**src/rtl/pal_prog.sv**
```systemverilog
// Programmable 3-in/3-out PAL: serial fuse-map load with even parity, atomic commit, registered SOP outputs.
// Optional fuse readback port enabled by defining PAL_READBACK_EN.

module pal_sop #(
  parameter int TERMS = 3
) (
  input  logic [TERMS*6-1:0] fuses,
  input  logic [5:0]         lits,
  output logic               sop
);
  logic [TERMS-1:0] term;

  // A term with no fuses blown is tied off rather than evaluating to an empty AND (=1).
  for (genvar t = 0; t < TERMS; t++) begin : g_term
    assign term[t] = (|fuses[t*6 +: 6]) & (&(lits | ~fuses[t*6 +: 6]));
  end

  assign sop = |term;
endmodule

module pal_prog #(
  parameter int TERMS = 3
) (
  input  logic clk,
  input  logic rst_n,
  input  logic prog_start,
  input  logic prog_data,
  input  logic prog_valid,
  output logic prog_ready,
  output logic prog_done,
  output logic prog_err,
  output logic cfg_valid,
  input  logic a,
  input  logic b,
  input  logic c,
  output logic x,
  output logic y,
  output logic z
`ifdef PAL_READBACK_EN
  ,
  input  logic rb_start,
  output logic rb_data,
  output logic rb_valid
`endif
);
  localparam int TW = TERMS * 6;
  localparam int NF = 3 * TW;
  localparam int CW = $clog2(NF);

  typedef enum logic [1:0] {IDLE, LOAD, PARITY} state_t;

  state_t        state;
  logic [CW-1:0] cnt;
  logic [NF-1:0] shadow;
  logic [NF-1:0] active;
  logic          par;
  logic [5:0]    lits;
  logic [2:0]    sop;

  // Shadow shifts in from the top so fuse 0 ends up at bit 0 after NF beats.
  always_ff @(posedge clk or negedge rst_n) begin
    if (!rst_n) begin
      state      <= IDLE;
      cnt        <= '0;
      shadow     <= '0;
      active     <= '0;
      par        <= 1'b0;
      prog_ready <= 1'b0;
      prog_done  <= 1'b0;
      prog_err   <= 1'b0;
      cfg_valid  <= 1'b0;
    end else begin
      prog_done <= 1'b0;
      if (prog_start) begin
        state      <= LOAD;
        cnt        <= '0;
        shadow     <= '0;
        par        <= 1'b0;
        prog_err   <= 1'b0;
        prog_ready <= 1'b1;
      end else if (prog_ready && prog_valid) begin
        if (state == LOAD) begin
          shadow <= {prog_data, shadow[NF-1:1]};
          par    <= par ^ prog_data;
          cnt    <= cnt + 1'b1;
          if (cnt == CW'(NF - 1)) state <= PARITY;
        end else begin
          state      <= IDLE;
          prog_ready <= 1'b0;
          if (par ^ prog_data) begin
            prog_err <= 1'b1;
          end else begin
            active    <= shadow;
            cfg_valid <= 1'b1;
            prog_done <= 1'b1;
          end
        end
      end
    end
  end

  assign lits = {~c, c, ~b, b, ~a, a};

  for (genvar o = 0; o < 3; o++) begin : g_out
    pal_sop #(.TERMS(TERMS)) u_sop (
      .fuses (active[o*TW +: TW]),
      .lits  (lits),
      .sop   (sop[o])
    );
  end

  always_ff @(posedge clk or negedge rst_n) begin
    if (!rst_n) begin
      x <= 1'b0;
      y <= 1'b0;
      z <= 1'b0;
    end else begin
      x <= sop[0];
      y <= sop[1];
      z <= sop[2];
    end
  end

`ifdef PAL_READBACK_EN
  localparam int RW = $clog2(NF + 2);

  logic [NF-1:0] rb_sh;
  logic [RW-1:0] rb_cnt;
  logic          rb_par;

  // Snapshot of the active array taken at rb_start, so a commit mid-readback does not tear it.
  always_ff @(posedge clk or negedge rst_n) begin
    if (!rst_n) begin
      rb_sh    <= '0;
      rb_cnt   <= '0;
      rb_par   <= 1'b0;
      rb_data  <= 1'b0;
      rb_valid <= 1'b0;
    end else if (!rb_valid) begin
      if (rb_start && state == IDLE) begin
        rb_valid <= 1'b1;
        rb_data  <= active[0];
        rb_par   <= active[0];
        rb_sh    <= active >> 1;
        rb_cnt   <= RW'(1);
      end
    end else if (rb_cnt < RW'(NF)) begin
      rb_data <= rb_sh[0];
      rb_par  <= rb_par ^ rb_sh[0];
      rb_sh   <= rb_sh >> 1;
      rb_cnt  <= rb_cnt + 1'b1;
    end else if (rb_cnt == RW'(NF)) begin
      rb_data <= rb_par;
      rb_cnt  <= rb_cnt + 1'b1;
    end else begin
      rb_valid <= 1'b0;
      rb_data  <= 1'b0;
    end
  end
`endif
endmodule

```
**config.mk**
```make
export PLATFORM = sky130hd
export DESIGN_NAME = pal_prog
export DESIGN_NICKNAME = d
export VERILOG_FILES = /design/src/rtl/pal_prog.sv
export SDC_FILE = /design/constraint.sdc
export NUM_CORES = 1
export LEC_CHECK = 0
export BUFFER_PORTS_ARGS = -buffer_cell sky130_fd_sc_hd__clkbuf_2
export CAP_MARGIN = 20
export CORE_ASPECT_RATIO = 0.6
export CORE_MARGIN = 3
export CORE_UTILIZATION = 55
export CTS_CLUSTER_DIAMETER = 40
export CTS_CLUSTER_SIZE = 14
export DETAILED_ROUTE_END_ITERATION = 16
export PLACE_DENSITY = 0.74
export RECOVER_POWER = 50
export SLEW_MARGIN = 15
export SYNTH_ARGS = -nofsm -noshare
export SYNTH_HDL_FRONTEND = slang
export SYNTH_SLANG_ARGS = --single-unit
export TNS_END_PERCENT = 20
```
**constraint.sdc**
```tcl
create_clock -name clk -period 1.6 [get_ports clk]
set_input_delay 0.08 -clock clk [delete_from_list [all_inputs] [get_ports clk]]
set_output_delay 0.08 -clock clk [all_outputs]
set_load 0.01 [all_outputs]
```
==> metrics list, run 1 <==
* Outcome: finished, violations left
* Violated checks: negative setup slack
- Measured along the x axis, the die boundary spans 133.0 um.
* Total inserted antenna cells: 0
- The slowest stage of the critical path belongs to the cell dfrtp_1.
* Clock buffers created by TritonCTS: 17
* Min-delay worst type: in2reg
* Estimated wirelength of the detail-placed design: 6463 um
* Height of the chip: 82.19 um
- The layout has 637 filler cells.
- The clock network is responsible for 53.3% of the overall power.
- Worst setup slack after placement: -0.1784 ns
- Startpoint class of the critical path: flop
* Family with the most delay on the worst path: simple AND/OR/NAND/NOR gates
- Power share of the combinational group: 3.5%
- The worst setup path is captured at a flop.
- Post-layout nets: 539
- Sequential fraction of the synthesis area: 58.31%
- The number of antenna violations at the first check in global routing came to 0.
- Clock input transition at the sequential cells of the worst setup and hold paths: 0.06 ns
- After synthesis, the mean cell area works out to 10.93 um2.
- Overall Global Routing Usage: 23.00%
- Sequence of cells on the critical path: nor2b_4, or3_4, nor2b_4, buf_6, buf_12, clkbuf_16, mux2_1
- Net switching is 20.89% of the power.
- Top cell type's share of synthesized area: 58.31%
- Entering global routing, the biggest net connects 66 pins.
- Counting tap cells, the placed design contains a total of 627 instances.
- The first global-routing pass estimated 19,360 um of wire.
- Length of the first detailed-routing pass in iterations: 4
- Area of the core: 9290 um2
- Count of boundary I/O pins: 15
- Of all nets on the critical path, the largest fanout is 6.
* TritonCTS clock tree: yes
- Routed wire length per instance: 18.01 um
- Count of buffers from port buffering: 14
- In this run, the number of DRC markers left after iteration 0 of detailed routing was 203.
* Maximum buffer depth of the clock tree: 2
* Final Max Tran Viols: 0
- Across all hold checks on the routed design, the worst slack comes to 0.1488 ns.
- The worst setup path is of the reg2reg kind.
* Clock latency reported for the late side of the worst-skew pair: 0.41 ns
- In the routed layout, each cell is associated on average with a via count of 5.694.
- Area growth from synthesis to final layout: 25.18%
- The via count of the first global-routing pass is 3,950.
- Counting every sink on the clock net gives 124.
- Number of distinct library cell variants in the gate-level netlist after synthesis: 34
- After global routing the overflow that remains totals 0.
- Sequential cells account for 43.2% of the total power.
- Net count after synthesis: 497
- The detailed router placed 3,815 vias in this run.
- Buffer and inverter count on the worst path: 3
- Counting I/O delays and the setup requirement, the final critical path takes 1.866 ns.
- CP Data Required Time: 1.88 ns
- Internal power comes to 5.798 mW.
- The die covers 10,930 um2.
* Core Rows: 27
* Initial core utilization: 57.28%
* Max cap viols: 0
- After the flow finishes, the layout carries non-filler instances totaling 670.
- CTS built an H-tree with a depth of 4.
- Power spread over the standard cell area amounts to 1100 nW/um2.
- For this run, design rule violations remaining after detail routing come to 0.
- Setup repair after global routing could not meet its margin everywhere.
- Once detail routing completed, the nets flagged for antenna violations numbered 0.
* Endpoint arrival time on the critical path: 2.15 ns
* Share of final-layout standard cells stronger than drive strength 1: 26.30%
- Synthesis warning total: 0
- Worst setup skew after layout: 0.007110 ns
- The most used flip-flop cell after synthesis is dfrtp_1.
- For this design the total switching power over the nets is 1.531 mW.
- The mapped netlist covers 5321 um2.
- For the pin with the worst max-slew slack, the measured transition is 0.8112 ns.
- After synthesis the netlist holds a flip-flop and latch count of 124.
- At the end of routability-driven placement, the weighted congestion stood at 0.7575.
- In this run, synthesis inferred 0 flip-flops with an integrated enable.
- Across the VDD grid, the largest voltage drop is 841.9 uV.
* Setup WS post-layout: -0.2663 ns
- Top cell type by total area after synthesis: dfrtp_1
- Measured against its own limit, the worst slew margin works out to 45.92%.
- In the synthesized netlist the async set-or-reset flop fraction comes to 100.0%.
* Critical Path Max Stage Delay: 0.38 ns
- Number of standard cells after synthesis: 487
- The cell that appears most often on the critical path is nor2b_4.
- For this run, the top clock speed supported by timing is 535.8 MHz.
- Yosys attributes the largest share of cell area to dfrtp_1 (58%), nand2_1 (8.2%), mux2_1 (8.0%).
- Final hold vios: 0
- WL final: 12,070 um
- Setup Viol. Count Final: 59
* Ratio of final minimum period to clock period: 116.6%
* Leakage power of the design: 3.150 nW
- CTS root buf: clkbuf_16
-- area by class of cell --
class / instances / area, um2 / share of cell area, %
well taps: 130 / 162.7 / 2.442
multi-input cells: 329 / 2262 / 33.96
clock inverters: 8 / 115.1 / 1.728
inverters: 5 / 18.77 / 0.2817
clock buffers: 22 / 484.2 / 7.269
flip-flops and latches: 124 / 3103 / 46.58
repair buffers: 52 / 515.5 / 7.739
-- through the flow --
step           total power [mW]  TNS (ns)  util [%]  area, um2
2_1_floorplan             3.332    -4.142         -       5341
3_3_place_gp              3.468    -6.454     61.13       5679
3_5_place_dp              3.476    -8.169     61.13       5679
4_1_cts                   7.354    -8.822     70.56       6555
5_1_grt                   7.556    -14.47     71.70       6661
6_report                  7.329    -9.110     71.70       6661
-- worst paths after layout --
check / from / end / slack [ns] / depth (start not counted)
setup / recovery: state[0] / active[23] / -0.27 / 7
hold / removal: prog_start / prog_err / 0.15 / 4
setup reg to reg: state[0] / active[23] / -0.27 / 7
hold reg to reg: cfg_valid / cfg_valid / 0.48 / 1
max in group asynchronous: rst_n / shadow[10] / 0.19 / 3
min in group asynchronous: rst_n / active[48] / 0.30 / 2
-- state kept, by name (all words and copies together), names as in the netlist --
name / count
prog_done: 1
state: 2
active: 54
cfg_valid: 1
z: 1
par: 1
shadow: 54
prog_ready: 1
y: 1
x: 1
cnt: 6
prog_err: 1
-- cell usage after synthesis (2+ instances only) --
| library cell | instances |
|---|---|
| nand2_1 | 116 |
| inv_1 | 5 |
| xor2_1 | 5 |
| o211ai_1 | 3 |
| o31ai_1 | 3 |
| or4_1 | 8 |
| nand4_1 | 2 |
| a211oi_1 | 4 |
| dfrtp_1 | 124 |
| buf_2 | 3 |
| ha_1 | 2 |
| mux2_1 | 38 |
| a21oi_1 | 61 |
| mux2_2 | 19 |
| nand3_1 | 2 |
| buf_6 | 5 |
| mux2i_1 | 13 |
| clkbuf_1 | 20 |
| and4b_1 | 2 |
| nor2_1 | 17 |
| xnor2_1 | 2 |
| nor2b_1 | 9 |
| a211o_1 | 3 |
| o21ai_0 | 11 |
-- per-layer routing --
metal	vias up	track usage (%)	share of wire, %
li1	1756	-	-
met1	1967	30.03	46
met2	72	37.80	48
met3	20	6.477	4.0
met4	0	7.884	1.7
met5	-	0	0
-- cells by family (layout without fill, tap and decap cells) --
| kind of cell | after synthesis | after routing | share of synthesized area (%) |
|---|---|---|---|
| simple gates | 162 | 162 | 13.21 |
| mux | 70 | 70 | 14.51 |
| buf+inv | 34 | 87 | 3.245 |
| xor+xnor | 7 | 7 | 1.152 |
| compound gates | 88 | 88 | 9.100 |
| flops | 124 | 124 | 58.31 |
| fa+ha+maj | 2 | 2 | 0.4702 |
-- power by group through the flow --
stage / Combinational (mW) / Clock (mW) / Sequential, mW
after global placement: 0.252 / 0 / 3.22
after global routing: 0.285 / 4.11 / 3.16
final: 0.257 / 3.91 / 3.16
after detailed placement: 0.259 / 0 / 3.22
after CTS: 0.264 / 3.93 / 3.16
after floorplan: 0.116 / 0 / 3.22
-- worst register-to-register path, delay by kind of cell (launching register included) --
family / cells / cell delay (ns)
and+or+nand+nor: 3 / 0.61
buffers and inverters: 3 / 0.40
DFF: 1 / 0.38
muxes: 1 / 0.35
-- what timing repair did --
action	in CTS	in global routing
endpoints found under the hold margin	36	0
endpoints found under the setup margin	57	109
resized for setup	35	24
hold buffers	2	0
cloned	3	2
buffers inserted	6	1
pin swaps	2	0
-- cells in the final DEF (no fill, tap or decap), drive strengths merged, types with 3 or more instances in the layout --
master and instances:
dfrtp 124, nand2 116, a21oi 61, mux2 57
clkbuf 41, buf 31, nor2 17, mux2i 13
o21ai 11, nor2b 10, or4 8, inv 5
xor2 5, clkinv 5, a211oi 4, o211ai 3
o31ai 3, a211o 3, bufinv 3
Note: power is estimated with default switching activity, not from simulation.
==> run 2, diff against run 1 <==
- CTS_CLUSTER_SIZE: 14 -> 8
- PLACE_DENSITY: 0.74 -> 0.75
- SYNTH_HIERARCHICAL: unset -> 1
==> metrics list, run 2 <==
* Total inserted antenna cells: 0 (unchanged)
- The area taken by multi-input logic gates was 1863 um2 (-18%).
- The register area is 3103 um2 (unchanged).
- The maximum clock insertion buffer count was 2 (unchanged).
- The TritonCTS buffer count came to 17 (unchanged).
* Minimum period implied by the final worst setup slack: 1.621 ns (-0.2454 ns)
* Floorplan die area: 10,750 um2 (-1.7%)
- The final reports fail on negative setup slack.
* Max rail drop VDD: 829.3 uV (-1.5%)
- H-tree levels: 4 (unchanged)
* Total standard cell area after synthesis: 5226 um2 (-1.8%)
- The via count of the first global-routing pass came to 3,675 (-7.0%).
- The chip width was 131.8 um (-0.86%).
* Max cap viols: 0 (unchanged)
- Mean Syn Cell Area: 12.84 um2 (+18%)
- Cell total after placement: 550 (-12%)
- The clock share of power was 54.3% (+1.0 points).
* Slew @ Worst Pin: 0.6417 ns (-0.1695 ns)
- The number of enable flip-flop cells after synthesis came to 0 (unchanged).
* Post-layout nets: 459 (-15%)
* Worst hold slack: 0.1506 ns (+0.001755 ns)
* Length of the first detailed-routing pass in iterations: 5 (+1)
* Overall Global Routing Usage: 23.89% (+0.89 points)
- The total power density per cell area was 1189 nW/um2 (+8.0%).
- The proportion of power drawn by flip-flops and latches is 42.4% (-0.8 points).
* Sequential fraction of the synthesis area: 59.37% (+1.1 points)
* Worst-case headroom to the max-slew limit: 57.22% (+11 points)
* Via Count: 3,556 (-6.8%)
- Clock latency reported for the late side of the worst-skew pair: 0.41 ns (about the same)
* Pin count of the biggest net entering global routing: 56 (-15%)
- Height of the chip: 81.51 um (-0.83%)
- The share of power burned in combinational logic is 3.3% (-0.2 points).
- Sequence of cells on the critical path: nor2b_1, nor4_4, buf_4, buf_12, mux2_1
- Most numerous cell types in the synthesized netlist: dfrtp_1 (124), a22o_1 (56), mux2_1 (54)
* Reg2Reg Depth: 5 (-2)
- The required arrival time at the worst endpoint is 1.88 ns (about the same).
- Biggest fanout along the worst timing path: 19 (+13)
* Top cell type by total area after synthesis: dfrtp_1
* Area growth from synthesis to final layout: 20.06%
- Number of standard cells after synthesis: 407 (-16%)
- Worst setup slack after placement: -0.1405 ns (+0.03793 ns)
- The half-perimeter wire length after placement came to 6808 um (+5.4%).
* Count of boundary I/O pins: 15 (unchanged)
- The async set-reset flop share out of synthesis came to 100.0% (unchanged).
- In this run the critical register-to-register path is launched from state[0].
- Final weighted congestion of routability-driven global placement: 0.8134 (+7.4%)
* Critical Path Max Stage Delay: 0.37 ns (about the same)
* Min-delay worst type: in2reg
* Endpoint arrival time on the critical path: 1.90 ns (-0.25 ns)
- Number of antenna violations at the first check in global routing: 0 (unchanged)
- The final period utilization came to 101.3% (-15 points).
* Initial core utilization: 58.85% (+1.6 points)
* Final Max Tran Viols: 0 (unchanged)
* Most numerous cell in the Yosys netlist: dfrtp_1
* TritonCTS clock tree: yes
- The worst setup path is launched from a flop.
- The count of cell types in the netlist is 37 (+8.8%).
- Count of buffers from port buffering: 14 (unchanged)
- The path with the worst hold slack has its endpoint at cnt[5].
* Setup Viol. Count Final: 33 (-44%)
* Clock input transition at the sequential cells of the worst setup and hold paths: 0.06 ns (about the same)
- Detail-routed via count per cell: 6.048 (+6.2%)
- Net switching power of the design: 1.545 mW (+0.96%)
* Worst setup skew after layout: 0.01565 ns (+0.008544 ns)
- Outcome: finished, violations left
- Setup slack on the worst flop-to-flop path: -0.02 ns (+0.25 ns)
* Critical path capture point type: flop
- Top cell type's share of synthesized area: 59.37% (+1.1 points)
- The library cells used most frequently in the layout, excluding fill and tap cells, are dfrtp_1 (124), a22o_1 (56), mux2_1 (54).
- For this design, the slowest cell found on the critical path is dfrtp_1.
- WL final: 11,510 um (-4.7%)
- The cell internal power dissipation was 5.912 mW (+2.0%).
* Post-route DRC violation count: 0 (unchanged)
* Most common cell after layout, fill and taps aside: dfrtp_1
- The instance count on the critical path is 5 (-2).
* Global-route wire length before repair: 19,630 um (+1.4%)
- The net count of the mapped netlist came to 417 (-16%).
- The Yosys warning count is 6 (+6).
- Among all flip-flop cells after synthesis, the most frequent one is dfrtp_1.
- Flip-flop and latch count after synthesis: 124 (unchanged)
- The kind of cell with the highest combined delay along the critical path is simple AND/OR/NAND/NOR gates.
- The remaining global-route overflow came to 0 (unchanged).
- The final worst slack was -0.02091 ns (+0.2454 ns).
* Buffer and inverter count on the worst path: 2 (-1)
- Worst flop-to-flop path endpoint: active[4]
- The switching power share of the total was 20.72% (-0.16 points).
- Min-Delay Startpoint: prog_start
* Area of the core: 8881 um2 (-4.4%)
* Number of cells on the worst hold path: 3 (-1)
- The fraction of final layout cells sized beyond drive strength 1 was 17.75% (-8.5 points).
* Layout Cells excl Fill: 588 (-12%)
* Core Rows: 26 (-3.7%)
- In this run the clock root is driven by a clkbuf_16.
* Leakage power of the design: 3.086 nW (-2.0%)
- RSZ-0062 raised after global routing: true
- Routed Antenna Nets: 0 (unchanged)
* Cell types occupying the most area after synthesis: dfrtp_1 (59%), mux2_1 (12%), a22o_1 (9.4%)
- The largest registers in the layout are active (54), shadow (54), cnt (6).
- Final hold vios: 0 (unchanged)
- The setup path with the least slack is of type reg2reg.
- The DRC marker count from the first detailed-route iteration is 274 (+35%).
- Sinks on Clock Net: 124 (unchanged)
- Fillcell total: 595 (-6.6%)
- The peak clock frequency supported by timing is 616.9 MHz (+15%).
- The average wire per standard cell came to 19.57 um (+8.6%).
## run 2: how the worst max path moves through the flow
stage / slack, ns / start / to
after global placement: -0.06 / par / active[24]
final: -0.02 / state[0] / active[4]
after CTS: 0.02 / active[42] / z
after floorplan: 0.003 / par / active[15]
after detailed placement: -0.14 / par / active[4]
after global routing: -0.05 / state[1] / active[44]
## run 2: layout make-up
cell class,count,share of cell area (%)
Sequential cell,124,49.45
Inverter,45,2.692
Multi-Input combinational cell,220,29.69
Clock inverter,9,2.114
Tap cell,126,2.512
Timing Repair Buffer,41,5.444
Clock buffer,23,8.096
## run 2: kinds of logic (layout without fill, tap and decap cells)
logic type / after synthesis / count (layout) / synth area share (%)
AND/OR/NAND/NOR: 71 / 71 / 8.643
buffers and inverters: 63 / 118 / 5.434
AO/OA/AOI/OAI: 90 / 90 / 13.89
adder cells (fa/ha/maj): 2 / 2 / 0.4787
multiplexers: 55 / 55 / 11.85
flip-flops: 124 / 124 / 59.37
XOR/XNOR: 2 / 2 / 0.3352
## run 2: worst reg2reg max path: cells and delay by family (launching register included)
| family | cells | cell delay (ns) |
|---|---|---|
| buffers and inverters | 2 | 0.35 |
| AND/OR/NAND/NOR | 2 | 0.41 |
| multiplexers | 1 | 0.36 |
| flip-flops | 1 | 0.37 |
## run 2: metrics by stage
step	area, um2	utilization, %	TNS (ns)	total power [mW]
CTS	6300	70.94	0	7.518
floorplan	5226	-	0	3.304
global placement	5582	62.85	-2.678	3.460
detailed placement	5582	62.85	-5.994	3.467
global route	6275	70.65	-2.058	7.717
finish	6275	70.65	-0.2763	7.458
## run 2: routing by layer
metal	up-vias	global-route usage (%)	wire, um
met4	0	7.128	116
met1	1830	33.31	5304
met2	138	36.59	5232
li1	1575	-	-
met5	-	0	0
met3	13	7.466	852
## run 2: repair_timing
item                                    in CTS  in global routing
cloned                                       1                  0
pin swaps                                    1                  1
hold buffers                                 2                  0
setup buffers                                3                  0
resized for setup                            3                  2
hold endpoints to repair                   125                  0
endpoints found under the setup margin      54                 57
## run 2: power groups by stage
stage | Clock [mW] | Combinational (mW) | Sequential [mW]
after floorplan | 0 | 0.0901 | 3.21
after global placement | 0 | 0.243 | 3.22
after detailed placement | 0 | 0.250 | 3.22
after CTS | 4.10 | 0.257 | 3.16
after global routing | 4.29 | 0.270 | 3.16
final | 4.05 | 0.245 | 3.16
==> run 3, diff against run 2 <==
- PLACE_DENSITY: 0.75 -> 0.72
- REMOVE_ABC_BUFFERS: unset -> 1
- clock period: 1.6 -> 1.95 ns (I/O delays scaled with it)
==> metrics list, run 3 (same netlist as run 2, synthesis figures left out) <==
- The sum of negative setup slack was 0 ns (+0.2763 ns).
- The post-CTS clock slew at the launch and capture registers of the worst setup and hold paths was 0.05 ns (about the same).
- Maximum buffer depth of the clock tree: 2 (unchanged)
- H-tree levels: 4 (unchanged)
- The required arrival time at the worst endpoint came to 2.24 ns (+0.36 ns).
- The minimum setup slack among reg-to-reg paths is 0.23 ns (+0.25 ns).
- The routed length on met2 was 4712 um (-9.9%).
- Worst-case headroom to the max-slew limit: 34.55% (-23 points)
- The highest metal layer carrying signal wires in the routed design is met4.
- Share of final-layout standard cells stronger than drive strength 1: 13.68% (-4.1 points)
- Registers with the most flip-flops: active (54), shadow (54), cnt (6)
- Final Max Tran Viols: 0 (unchanged)
* Biggest fanout along the worst timing path: 56 (+37)
- The arrival time reported for the critical path endpoint is 2.01 ns (+0.11 ns).
- Leakage power of the design: 2.995 nW (-3.0%)
- The top cell types in the final layout, fill and taps aside, are dfrtp_1 (124), a22o_1 (56), mux2_1 (54).
* Total inserted antenna cells: 0 (unchanged)
- Max rail drop VDD: 708.8 uV (-15%)
* Height of the chip: 81.51 um (unchanged)
* Max cap viols: 0 (unchanged)
- The number of antenna violations at the first check in global routing came to 0 (unchanged).
- The final-report setup violation count came to 0 (-100%).
- The number of top-level design ports is 15 (unchanged).
- The chip width was 131.8 um (unchanged).
- Reg2Reg Depth: 4 (-1)
- Post-route DRC violation count: 0 (unchanged)
* Worst flop-to-flop path endpoint: active[25]
- The die footprint is 10,750 um2 (unchanged).
* Final weighted congestion of routability-driven global placement: 0.7509 (-7.7%)
* Startpoint of the worst register-to-register path: par
- The overall track demand over capacity in global routing was 22.32% (-1.6 points).
* Highest Clock Rate: 581.2 MHz
* Met3 WL: 630 um (-26%)
- The instance count after placement with tap cells included was 538 (-2.2%).
* WHS Endpoint: cnt[3]
* Final hold vios: 0 (unchanged)
* Length of the first detailed-routing pass in iterations: 5 (unchanged)
- Minimum period implied by the final worst setup slack: 1.721 ns
- The TritonCTS buffer count was 17 (unchanged).
* Min-Delay Startpoint: prog_start
- Estimated wirelength of the detail-placed design: 6362 um (-6.6%)
* WL final: 10,660 um (-7.4%)
* Ratio of final minimum period to clock period: 88.24%
* Grt ovf: 0 (unchanged)
* Core Rows: 26 (unchanged)
- The maximum number of pins on one net before global-route repair is 57 (+1.8%).
- Min-delay worst type: in2reg
* TritonCTS clock tree: yes
- The placed instance area came to 5492 um2 (-1.6%).
* Post-route design area: 6142 um2 (-2.1%)
- Outcome: completed
- The via count of the first global-routing pass is 3,468 (-5.6%).
- Setup repair after global routing left no endpoint under its margin.
- Clock latency reported for the late side of the worst-skew pair: 0.41 ns (about the same)
- The average wire per standard cell was 18.63 um (-4.8%).
* Most common cell after layout, fill and taps aside: dfrtp_1
- The count of vias placed by the detailed router was 3,350 (-5.8%).
- The area growth from synthesis to layout is 17.52%.
- Number of cells on the worst hold path: 3 (unchanged)
- The first-pass GRT wire length was 18,240 um (-7.1%).
- In this run the clock root is driven by a clkbuf_16.
- Power density cells: 1011 nW/um2 (-15%)
* Sinks on Clock Net: 124 (unchanged)
- Routed Antenna Nets: 0 (unchanged)
- The mean number of vias per cell is 5.857 (-3.2%).
- Post-cts gate resize count: 0 (-3)
- The starting density of the core is 58.85% (unchanged).
- Worst setup skew after layout: 0.008164 ns (-0.007490 ns)
- The setup path with the least slack is of type in2reg.
- The area of the core was 8881 um2 (unchanged).
- Number of DRC violations after detailed-routing iteration 0: 259 (-5.5%)
- The count of filler cells inserted in the layout is 625 (+5.0%).
* Critical path capture point type: flop
* Layout Cells excl Fill: 572 (-2.7%)
* Post-layout nets: 443 (-3.5%)
* Count of buffers from port buffering: 14 (unchanged)
- Startpoint class of the critical path: input port
- The measured slew at the worst slew-check pin is 0.9817 ns (+0.3400 ns).
- The routed metal-1 wirelength is 5185 um (-2.2%).
run 3: changes by cell type in the layout (fill, tap and decap cells not counted), moves of 2 or more:
cell | previous run | this run
buf_4 | 17 | 4
clkbuf_8 | 6 | 2
clkbuf_1 | 1 | 4
buf_6 | 2 | 0
bufinv_16 | 3 | 5
clkbuf_2 | 13 | 11
clkinv_2 | 2 | 4
clkinv_4 | 2 | 0
run 3: final cells by class:
cell class                 count  area, um2  share of cell area (%)
inverter                      45      168.9                   2.750
timing repair buffer          25      203.9                   3.320
multi-input combinational    220       1859                   30.27
clock buffer                  20      456.7                   7.435
sequential                   124       3103                   50.52
tap                          126      157.7                   2.567
clock inverter                12      192.7                   3.137
run 3: how the worst max path moves through the flow:
| stage | start | end | slack, ns | depth (start not counted) |
|---|---|---|---|---|
| global placement | par | active[27] | 0.26 | 4 |
| CTS | par | active[25] | 0.21 | 4 |
| global route | rst_n | shadow[38] | 0.14 | 3 |
| detailed placement | par | active[40] | 0.22 | 4 |
| finish | prog_data | active[25] | 0.23 | 6 |
| floorplan | par | active[0] | -2.32 | 3 |
run 3: metrics by stage:
step	hold slack, ns	power (mW)	setup WS [ns]	utilization, %
finish	0.1300	6.211	0.2294	69.16
global route	0.1448	6.409	0.1404	69.16
CTS	0.1155	6.259	0.2095	69.37
detailed placement	0.1067	2.836	0.2247	61.83
global placement	0.1054	2.831	0.2575	61.83
floorplan	-0.1981	2.700	-2.320	-
run 3: worst max-delay path: stages:
cell and delay (ns):
dlygate4sd3_1 0.54, clkbuf_2 0.14, xor2_1 0.19, nor4_4 0.31, buf_12 0.33, mux2_1 0.37
run 3: layer usage:
layer	GRT usage, %	up-vias
met3	6.916	12
met2	33.97	79
li1	-	1535
met1	30.81	1724
met4	8.071	0
met5	0	-
run 3: repair_timing:
item	4_1_cts	5_1_grt
hold buffers	2	0
endpoints found under the hold margin	38	0
setup buffers	0	0
run 3: report_power, final:
part | total [mW] | switching, mW | internal, mW
clock network | 3.42 | 1.10 | 2.32
registers | 2.60 | 0.0111 | 2.58
logic | 0.195 | 0.145 | 0.0505
total | 6.21 | 1.25 | 4.96
